## src/rtl/t03_nes_button_receiver.sv

```systemverilog
// NES controller button receiver.
// Turns the controller's serial data line into a filtered 8-bit button word.
// The latch, button_en and finished strobes come from the upstream clock-divider/counter stage.
// A new button word is published only after STABLE_FRAMES consecutive identical good frames.
// Each change of the published word produces one-cycle pressed/released pulses.
module t03_nes_button_receiver #(
  parameter int STABLE_FRAMES = 2
) (
  input  logic       clk,
  input  logic       rst,
  input  logic       nes_data,
  input  logic       latch,
  input  logic       button_en,
  input  logic       finished,
  output logic [7:0] buttons,
  output logic [7:0] pressed,
  output logic [7:0] released,
  output logic       frame_valid,
  output logic       frame_error
);

  // IDLE waits for the controller latch.
  // ARM waits for the latch to drop.
  // SHIFT collects bits.
  // EVAL judges the finished frame.
  typedef enum logic [1:0] {
    IDLE  = 2'd0,
    ARM   = 2'd1,
    SHIFT = 2'd2,
    EVAL  = 2'd3
  } state_t;

  // Frame-stability threshold, narrowed to the width of the match counter.
  localparam logic [3:0] STABLE_Q = 4'(STABLE_FRAMES);

  // The bit counter saturates here; any value above 8 means the frame was too long.
  localparam logic [3:0] BIT_SAT = 4'd9;

  // The match counter saturates here.
  localparam logic [3:0] MATCH_MAX = 4'd15;

  state_t state, state_n;

  logic       sync1, d_s;
  logic       latch_q, finished_q;
  logic       latch_fall, latch_rise, finished_rise;

  logic [7:0] shreg, shreg_n;
  logic [3:0] bit_cnt, bit_cnt_n;
  logic [7:0] last_raw, last_raw_n;
  logic [3:0] match_cnt, match_cnt_n;
  logic [3:0] match_upd;

  logic [7:0] buttons_n, pressed_n, released_n;
  logic       valid_n, error_n;

  // The controller data line is asynchronous to clk, so it goes through two flops.
  // Both flops idle at 1, which means "not pressed".
  always_ff @(posedge clk or posedge rst) begin
    if (rst) begin
      sync1 <= 1'b1;
      d_s   <= 1'b1;
    end else begin
      sync1 <= nes_data;
      d_s   <= sync1;
    end
  end

  // Delayed copies of latch and finished, used for edge detection.
  always_ff @(posedge clk or posedge rst) begin
    if (rst) begin
      latch_q    <= 1'b0;
      finished_q <= 1'b0;
    end else begin
      latch_q    <= latch;
      finished_q <= finished;
    end
  end

  assign latch_fall    = !latch && latch_q;
  assign latch_rise    = latch && !latch_q;
  assign finished_rise = finished && !finished_q;

  // Frame-tracking state register.
  always_ff @(posedge clk or posedge rst) begin
    if (rst) begin
      state <= IDLE;
    end else begin
      state <= state_n;
    end
  end

  // Datapath and output registers; every output is a plain flop.
  always_ff @(posedge clk or posedge rst) begin
    if (rst) begin
      shreg       <= '0;
      bit_cnt     <= '0;
      last_raw    <= '0;
      match_cnt   <= '0;
      buttons     <= '0;
      pressed     <= '0;
      released    <= '0;
      frame_valid <= 1'b0;
      frame_error <= 1'b0;
    end else begin
      shreg       <= shreg_n;
      bit_cnt     <= bit_cnt_n;
      last_raw    <= last_raw_n;
      match_cnt   <= match_cnt_n;
      buttons     <= buttons_n;
      pressed     <= pressed_n;
      released    <= released_n;
      frame_valid <= valid_n;
      frame_error <= error_n;
    end
  end

  // Next-state and datapath decisions.
  // All pulse outputs default low, so they last exactly one cycle.
  always_comb begin
    state_n     = state;
    shreg_n     = shreg;
    bit_cnt_n   = bit_cnt;
    last_raw_n  = last_raw;
    match_cnt_n = match_cnt;
    match_upd   = match_cnt;
    buttons_n   = buttons;
    pressed_n   = '0;
    released_n  = '0;
    valid_n     = 1'b0;
    error_n     = 1'b0;

    case (state)
      IDLE: begin
        if (latch) begin
          state_n = ARM;
        end
      end

      ARM: begin
        if (latch_fall) begin
          state_n   = SHIFT;
          shreg_n   = '0;
          bit_cnt_n = '0;
        end
      end

      SHIFT: begin
        if (latch_rise) begin
          // A new latch before the frame finished throws away the partial frame.
          state_n     = ARM;
          error_n     = 1'b1;
          match_cnt_n = '0;
        end else begin
          // The bit is captured before the finished check.
          // A strobe that coincides with finished therefore still counts toward this frame.
          if (button_en) begin
            if (bit_cnt < 4'd8) begin
              shreg_n[bit_cnt[2:0]] = ~d_s;
            end
            if (bit_cnt < BIT_SAT) begin
              bit_cnt_n = bit_cnt + 4'd1;
            end
          end
          if (finished_rise) begin
            state_n = EVAL;
          end
        end
      end

      EVAL: begin
        state_n = IDLE;
        if (bit_cnt != 4'd8) begin
          error_n     = 1'b1;
          match_cnt_n = '0;
        end else begin
          valid_n = 1'b1;
          if (shreg == last_raw) begin
            match_upd = (match_cnt == MATCH_MAX) ? MATCH_MAX : match_cnt + 4'd1;
          end else begin
            last_raw_n = shreg;
            match_upd  = 4'd1;
          end
          match_cnt_n = match_upd;
          if ((match_upd >= STABLE_Q) && (shreg != buttons)) begin
            pressed_n  = shreg & ~buttons;
            released_n = ~shreg & buttons;
            buttons_n  = shreg;
          end
        end
      end

      default: begin
        state_n = IDLE;
      end
    endcase
  end

endmodule

```

## config.mk

```make
export PLATFORM = sky130hd
export DESIGN_NAME = t03_nes_button_receiver
export DESIGN_NICKNAME = d
export VERILOG_FILES = /design/src/rtl/t03_nes_button_receiver.sv
export SDC_FILE = /design/constraint.sdc
export NUM_CORES = 1
export LEC_CHECK = 0
export ABC_CLOCK_PERIOD_IN_PS = 2490
export BUFFER_PORTS_ARGS = -buffer_cell sky130_fd_sc_hd__buf_2
export CORE_UTILIZATION = 30
export CTS_BUF_LIST = sky130_fd_sc_hd__clkbuf_4
export DETAILED_ROUTE_END_ITERATION = 16
export PLACE_DENSITY_LB_ADDON = 0.08
export SYNTH_ARGS = -nofsm -noshare
export SYNTH_HDL_FRONTEND = slang
export SYNTH_SLANG_ARGS = --single-unit
export TNS_END_PERCENT = 10
```

## constraint.sdc

```tcl
create_clock -name clk -period 2.49 [get_ports clk]
set_clock_uncertainty 0.05 [all_clocks]
set_input_delay 0.1245 -clock clk [delete_from_list [all_inputs] [get_ports clk]]
set_output_delay 0.1245 -clock clk [all_outputs]
set_load 0.02 [all_outputs]
```

==> results, run 1 <==
- The count of flip-flops with a built-in enable after synthesis is 0.
- Synthesis inferred 56 register bits.
- The number of hold-slack violations in the final timing report is 0.
- The first TritonRoute pass finished after 4 iterations.
- The final count of negative-setup-slack endpoints is 0.
- The data required time of the critical path is ~2700 ps.
- The xor-xnor portion of the synthesized cell area is 0.02669.
- The share of total power dissipated in combinational logic is 0.152.
- In this run the worst hold path is classified as in2async.
- The via count of the first global-routing pass was approximately 1700.
- Of the total power, the share spent switching nets is 0.2793.
- The I/O pin total is 32.
- The via total after detailed routing is 1705.
- The DRC violation count after routing is 0.
- The peak fanout along the critical path is 8.
- The most used flip-flop cell after synthesis is dfrtp_1.
- Of the total synthesized cell area, the portion taken by full adders, half adders and majority gates is 0.09056.
- The first-pass GRT wire length is 8086 µm.
- The total leakage power is between 1 and 1.5 nW.
- The proportion of power drawn by the clock network is 0.296.
- In this run the cell area of the synthesized design comes to 0.002625 mm².
- The count of warnings emitted by yosys is 0.
- For the final routed database, the setup TNS stands at 0 ps.
- The worst setup path category is reg2reg.
- Setup repair after global routing left no endpoint under its margin.
- OpenSTA, run right after detailed placement, puts the worst setup slack at 380.1 ps.
- At the later pin of the worst-skew pair, clock insertion delay measures 370 ps.
- Dividing the synthesized area by the synthesized cell count gives 11.31 µm².
- The per-cell via count in the routed design is 4.499.
- At the pin with the least slew margin, the transition time is 591.3 ps.
- For this block, the initial DRC count from the detailed router was ~70.
- The floorplan has 33 rows.
- The pin count of the biggest net entering global routing is 34.
- In this run the vertical extent of the chip is around 96 µm.
- The largest incremental delay on the critical path is 410 ps.
- In the final routed layout, each cell accounts on average for 12.55 µm.
- The most frequent cell after synthesis is dfrtp_1.
- By area the synthesized netlist is led by dfrtp_1, ha_1, and2_1, mux2i_1, inv_1.
- The weighted congestion reported at the end of routability-driven placement is 0.7390.
- The overflow left after global routing is 0.
- The internal portion of total power is 1.265 mW.
- The net switching power is between 0.4 and 0.5 mW.
- The clock tree from TritonCTS is done.
- The minimum period implied by the final worst setup slack is 2120 ps.
- The net count after synthesis is 257.
- Of the synthesized area, sequential elements account for 0.5348.
- Summed over all layers, the routed wires come to 4758 µm.
- Broken down by cell family, the worst path's largest delay share belongs to simple AND/OR/NAND/NOR gates.
- The clock net in this run drives a total of 56 sinks.
- The relative slew slack is 0.6017.
- Of the post-synthesis cell area, the part taken by muxes is 0.06864.
- The number of max-slew violations in the final report is 0.
- The highest clock frequency the design can meet is 0.4716 GHz.
- The number of antenna cells inserted is 0.
- The proportion of netlist area held by the largest area contributor is 0.5148.
- The clock transition at the registers of the reported paths is 170 ps.
- The critical path goes through inv_1 -> ha_1 -> nor2b_1 -> nand4_1 -> nor2_2 -> mux2_2.
- The number of buffers and inverters on the critical path is 1.
- The clock passes through at most 2 buffers.
- The HPWL after detailed placement is 3432 µm.
- The peak supply drop is slightly below 0.3 mV.
- The H-tree was split into 2 levels.
- For this configuration, the core starts out at a cell density of 0.3147.
- The detail route stage leaves a number of antenna-violating nets equal to 0.
- The number of standard cells after synthesis is 232.
- Of the total synthesized cell area, the portion taken by AND, OR, NAND and NOR gates is 0.1244.
- The layout has 859 filler cells.
- Of the available clock period, the critical path in the final layout requires 0.8516.
- STA puts the critical path data arrival time at 2340 ps.
- The clock buffer count from CTS is 5.
- For this run, the total global-route usage over all layers was measured as 0.1159.
- The final net count is 298.
- STA classifies the critical path endpoint as a flip-flop.
- Measured along the x axis, the die boundary spans 95.54 µm.
- The startpoint class of the critical path is a flip-flop.
- The fraction of power consumed by sequential logic is 0.552.
- Summed over all instances, the cell type with the most area after synthesis is dfrtp_1.
- The post-CTS repair timing setup buffer count is 0.
- The total power per unit cell area is roughly 570 mW/mm².
- Of all flip-flops after synthesis, the portion carrying an async set or reset was 1.000.
- The cell with the largest stage delay on the worst path is dfrtp_1.
- The tree is rooted in a clkbuf_4.
- The floorplan step defined a die boundary enclosing a little over 0.009 mm².
- The post-layout worst setup margin is between 300 and 400 ps.
- The share of cells above drive strength 1 is 0.2336.
- The number of different library cells used by synthesis comes to 43.
- The placeable core region is ~0.0083 mm².
- The number of antenna violations at the first check in global routing is 0.
- The count of input and output buffers is 31.
- The complex-gate fraction of the synthesized area was 0.1025.
- The run finished with clean final reports.
- The commonest cells after synthesis are dfrtp_1, inv_1, ha_1.
- The dominant combinational cell family by area after synthesis is simple AND/OR/NAND/NOR gates.
- The max-cap violation count is 0.
- The area growth from synthesis to layout is 16.44%.
-- worst reg2reg max path, cell delays in order (launching register included) --
cell and delay, ps:
dfrtp_1 410, inv_1 130, ha_1 160, nor2b_1 220
nand4_1 270, nor2_2 410, mux2_2 380
-- logic make-up (layout without fill, tap and decap cells) --
family | count (synthesis) | count (layout)
AOI/OAI and AO/OA | 43 | 43
xor gates and xnor gates | 8 | 8
adders and majority gates | 19 | 19
buffers and inverters | 33 | 75
DFF | 56 | 56
muxes | 17 | 17
and+or+nand+nor | 56 | 56
-- what timing repair did --
item,CTS,global route
setup endpoints to repair,0,0
gates resized for setup,0,0
hold buffers,4,0
hold endpoints to repair,58,0
-- worst paths after layout --
kind / from / to / slack (ps) / depth (start not counted)
worst max-delay path: bit_cnt[0] / last_raw[3] / 370 / 6
worst min-delay path: rst / pressed[4] / 60 / 3
worst max register to register: bit_cnt[0] / last_raw[3] / 370 / 6
worst min register to register: sync1 / d_s / 320 / 0
max in group asynchronous: rst / sync1 / 1670 / 4
min in group clk: button_en / bit_cnt[3] / 100 / 3
-- registers in the layout, indices dropped and copies added, names as in the netlist, 2 cells and up --
| register | cells |
|---|---|
| buttons | 8 |
| match_cnt | 4 |
| state | 2 |
| last_raw | 8 |
| pressed | 8 |
| shreg | 8 |
| released | 8 |
| bit_cnt | 4 |
-- cell usage in the layout, fill, tap and decap left out, types with 2 or more instances in the layout --
master / n
dfrtp_1: 54
buf_2: 31
inv_1: 23
ha_1: 19
and2_1: 16
nor2_1: 13
o21ai_1: 12
mux2i_1: 9
xnor2_1: 8
mux2_2: 8
a31oi_1: 7
a21oi_1: 6
clkbuf_4: 6
buf_4: 6
o21ai_0: 5
nand4_1: 5
nand3_1: 4
dlygate4sd3_1: 4
a22o_1: 3
nand2_1: 3
nand2b_1: 3
nor2b_1: 2
nor2_2: 2
inv_2: 2
o22ai_1: 2
dfstp_2: 2
-- stage by stage --
stage / utilization / instance area, µm² / cells / power (mW) / hold WS (ps)
after CTS: 0.3665 / 3057 / 379 / 1.797 / 33.28
after detailed placement: 0.3516 / 2933 / 367 / 1.254 / -62.69
final: 0.3665 / 3057 / 379 / 1.756 / 61.91
after global placement: 0.3516 / 2933 / 367 / 1.255 / -61.13
after floorplan: - / 2625 / 232 / 1.173 / 78.98
after global routing: 0.3665 / 3057 / 379 / 1.869 / 55.85
-- final cells by class --
cell class | count | area, µm² | share of cell area
flip-flops and latches | 56 | 1404 | 0.4593
multi-input cells | 143 | 1084 | 0.3545
repair buffers | 42 | 260.3 | 0.08514
well taps | 105 | 131.4 | 0.04298
inverters | 25 | 93.84 | 0.03070
clock buffers | 6 | 45.04 | 0.01474
clock inverters | 2 | 38.79 | 0.01269
-- power groups by stage --
stage | clock network (mW) | registers [mW] | logic [mW]
after floorplan | 0 | 0.982 | 0.191
after global placement | 0 | 0.986 | 0.268
after detailed placement | 0 | 0.987 | 0.267
after CTS | 0.555 | 0.970 | 0.272
after global routing | 0.584 | 0.975 | 0.310
final | 0.520 | 0.969 | 0.267
-- layer usage --
| layer | part of all wire | routed length [µm] | global-route usage |
|---|---|---|---|
| met5 | 0 | 0 | 0 |
| met4 | 0.016 | 76 | 0.04104 |
| met3 | 0.047 | 225 | 0.02951 |
| met2 | 0.43 | 2059 | 0.1798 |
| met1 | 0.50 | 2396 | 0.1556 |
Note: power is estimated with default switching activity, not from simulation.
==> inputs of run 2 (changes only) <==
--- a/config.mk
+++ b/config.mk
@@ -9,2 +9,3 @@
 export BUFFER_PORTS_ARGS = -buffer_cell sky130_fd_sc_hd__buf_2
+export CORE_MARGIN = 4
 export CORE_UTILIZATION = 30
==> constraint.sdc (replaced) <==
create_clock -name clk -period 2.49 [get_ports clk]
set_clock_uncertainty 0.05 [all_clocks]
set_input_delay 0.498 -clock clk [delete_from_list [all_inputs] [get_ports clk]]
set_output_delay 0.498 -clock clk [all_outputs]
set_load 0.02 [all_outputs]
==> results, run 2 (synthesis results as in run 1) <==
- The flow ran to the end, and the final reports show no timing, DRC or antenna violations.
- The number of antenna cells inserted is 0 (unchanged).
- The number of antenna violations at the first check in global routing is 0 (unchanged).
- The data required time of the critical path was 2710 ps (about the same).
- The peak supply drop is 0.2701 mV (-8.7%).
- The final net count is 295 (-1.0%).
- The number of DRC markers after the initial detailed-route iteration is 64 (-5.9%).
- The utilization of the core after routing was 0.3604 (-0.006135).
- The first-pass GRT wire length was 8342 µm (+3.2%).
- The number of rows created at floorplan was 33 (unchanged).
- The library cell used most frequently in the layout, excluding fill and tap cells, is dfrtp_1.
- The total power per unit cell area was 573.4 mW/mm² (-0.19%).
- The I/O pin total was 32 (unchanged).
- The DRC violation count after routing was 0 (unchanged).
- The data arrival time of the critical path is 2370 ps (+30 ps).
- Leaving out fill and tap cells, the most frequent cells in the layout are dfrtp_1, buf_2, inv_1.
- The number of hold-repair buffers added at the cts stage is 0 (-4).
- The minimum period implied by the final worst setup slack is 2142 ps (+21.19 ps).
- The average wire length per cell after detail routing is 12.76 µm (+1.6%).
- The count of fill cells added during filler insertion is 851 (-0.93%).
- The tree is rooted in a clkbuf_4.
- The final hold slack was 62.09 ps (+0.1805 ps).
- The post-CTS repair timing setup buffer count came to 0 (unchanged).
- The proportion of power drawn by the clock network is 0.291 (-0.005).
- The relative contribution of combinational cells to total power is 0.149 (-0.003).
- The vertical extent of the die was 101.5 µm (+6.3%).
- The clock transition at the registers of the reported paths is 160 ps (about the same).
- The total leakage power is 1.488 nW (-0.79%).
- The per-cell via count in the routed design is 4.524 (+0.56%).
- The count of input and output buffers is 31 (unchanged).
- The post-CTS resize count is 0 (unchanged).
- The H-tree depth reported by CTS was 2 (unchanged).
- The relative slew slack is 0.5902 (-0.01147).
- The sequential standard cell area came to 0.001404 mm² (unchanged).
- The maximum number of buffers from clock root to sink is 2 (unchanged).
- The number of hold-slack violations in the final timing report came to 0 (unchanged).
- The total wire length is 4798 µm (+0.84%).
- The fraction of power consumed by sequential logic is 0.560 (+0.008).
- The highest clock frequency the design can meet is 0.4669 GHz (-0.99%).
- The transition time at the pin with the least slew margin is 608.3 ps (+17.02 ps).
- The via total after detailed routing is 1701 (-0.23%).
- The count of clock tree sinks was 56 (unchanged).
- The worst setup path is captured at a flip-flop.
- The max-cap violation count is 0 (unchanged).
- The clock tree from TritonCTS is done.
- The number of nets still failing antenna checks after routing is 0 (unchanged).
- The effective utilization at floorplan is 0.3132 (-0.001550).
- The peak fanout along the critical path came to 8 (unchanged).
- The pin count of the biggest net entering global routing is 25 (-26%).
- The worst setup path category is reg2reg.
- The share of the clock period used by the worst path after layout is 0.8601 (+0.008508).
- The HPWL reported at the end of detailed placement is 3613 µm (+5.3%).
- The combined area of the multi-input logic cells came to 0.001084 mm² (unchanged).
- The via count of the first global-routing pass is 1703 (+1.6%).
- The die span in x is 101.5 µm (+6.3%).
- The clock buffer count from CTS came to 5 (unchanged).
- The reg2reg setup slack is 350 ps (-20 ps).
- The placeable core region was 0.008382 mm² (+0.50%).
- The final count of negative-setup-slack endpoints is 0 (unchanged).
- The area growth from synthesis to layout is 15.06%.
- The total global-route track usage is 0.1022 (-0.01366).
- The number of max-slew violations in the final report was 0 (unchanged).
- The startpoint identified for the worst register-to-register timing path is bit_cnt[0].
- The overflow left after global routing is 0 (unchanged).
- The worst register-to-register path ends at last_raw[0].
- The share of cells above drive strength 1 is 0.2399 (+0.006276).
- The internal portion of total power is 1.256 mW (-0.77%).
- The overall die area came to 0.01031 mm² (+13%).
- Setup repair after global routing left no endpoint under its margin.
- The worst-skew pair later-pin latency was 370 ps (about the same).
- The startpoint class of the critical path is a flip-flop.
- The weighted congestion reported at the end of routability-driven placement is 0.8218 (+11%).
- The count of TritonRoute iterations in the first routing pass is 4 (unchanged).
- The fraction of power spent switching nets is 0.2750 (-0.004351).
- The number of cell instances on the worst register-to-register path came to 6 (unchanged).
- The min-delay analysis places its worst path in the category in2async.
- The sum of negative setup slack is 0 ps (unchanged).
- The net switching power was 0.4762 mW (-2.9%).
==> run 2: routing by layer <==
layer | GRT usage | routed length, µm | share of wire
met1 | 0.1370 | 2387 | 0.50
met2 | 0.1660 | 2115 | 0.44
met3 | 0.02204 | 240 | 0.050
met4 | 0.03067 | 55 | 0.011
met5 | 0 | 0 | 0
==> run 2: how the worst max path moves through the flow <==
stage / startpoint / endpoint / slack (ps) / cells after the start
after floorplan: bit_cnt[0] / buttons[0] / 340 / 10
after global placement: bit_cnt[0] / last_raw[3] / 390 / 6
after detailed placement: bit_cnt[0] / last_raw[0] / 340 / 6
after CTS: bit_cnt[0] / last_raw[0] / 320 / 6
after global routing: bit_cnt[0] / last_raw[3] / 150 / 6
final: bit_cnt[0] / last_raw[0] / 350 / 6
==> run 2: worst max-delay path, stage by stage, from the launching register on <==
cell     delay, ps
dfrtp_1        400
inv_1          130
ha_1           160
nor2b_1        220
nand4_1        290
nor2_2         420
mux2_2         380
==> run 2: power groups by stage <==
stage	Sequential [mW]	Combinational, mW	Clock (mW)
floorplan	0.982	0.191	0
global placement	0.987	0.269	0
detailed placement	0.987	0.265	0
CTS	0.970	0.266	0.536
global route	0.976	0.299	0.565
finish	0.969	0.259	0.504
==> run 2: layout make-up <==
type / instances / area share
Clock inverter: 2 / 0.01160
Sequential cell: 56 / 0.4648
Tap cell: 105 / 0.04350
Inverter: 25 / 0.03107
Multi-Input combinational cell: 143 / 0.3587
Clock buffer: 6 / 0.01491
Timing Repair Buffer: 39 / 0.07539
==> run 2: per-stage QoR <==
| step | total power, mW | cell area [µm²] | setup WS, ps | instances |
|---|---|---|---|---|
| after global routing | 1.840 | 3020 | 146.6 | 376 |
| after floorplan | 1.173 | 2625 | 337.7 | 232 |
| after CTS | 1.772 | 3020 | 318.2 | 376 |
| after global placement | 1.256 | 2940 | 385.3 | 368 |
| final | 1.732 | 3020 | 348.4 | 376 |
| after detailed placement | 1.252 | 2940 | 336.0 | 368 |
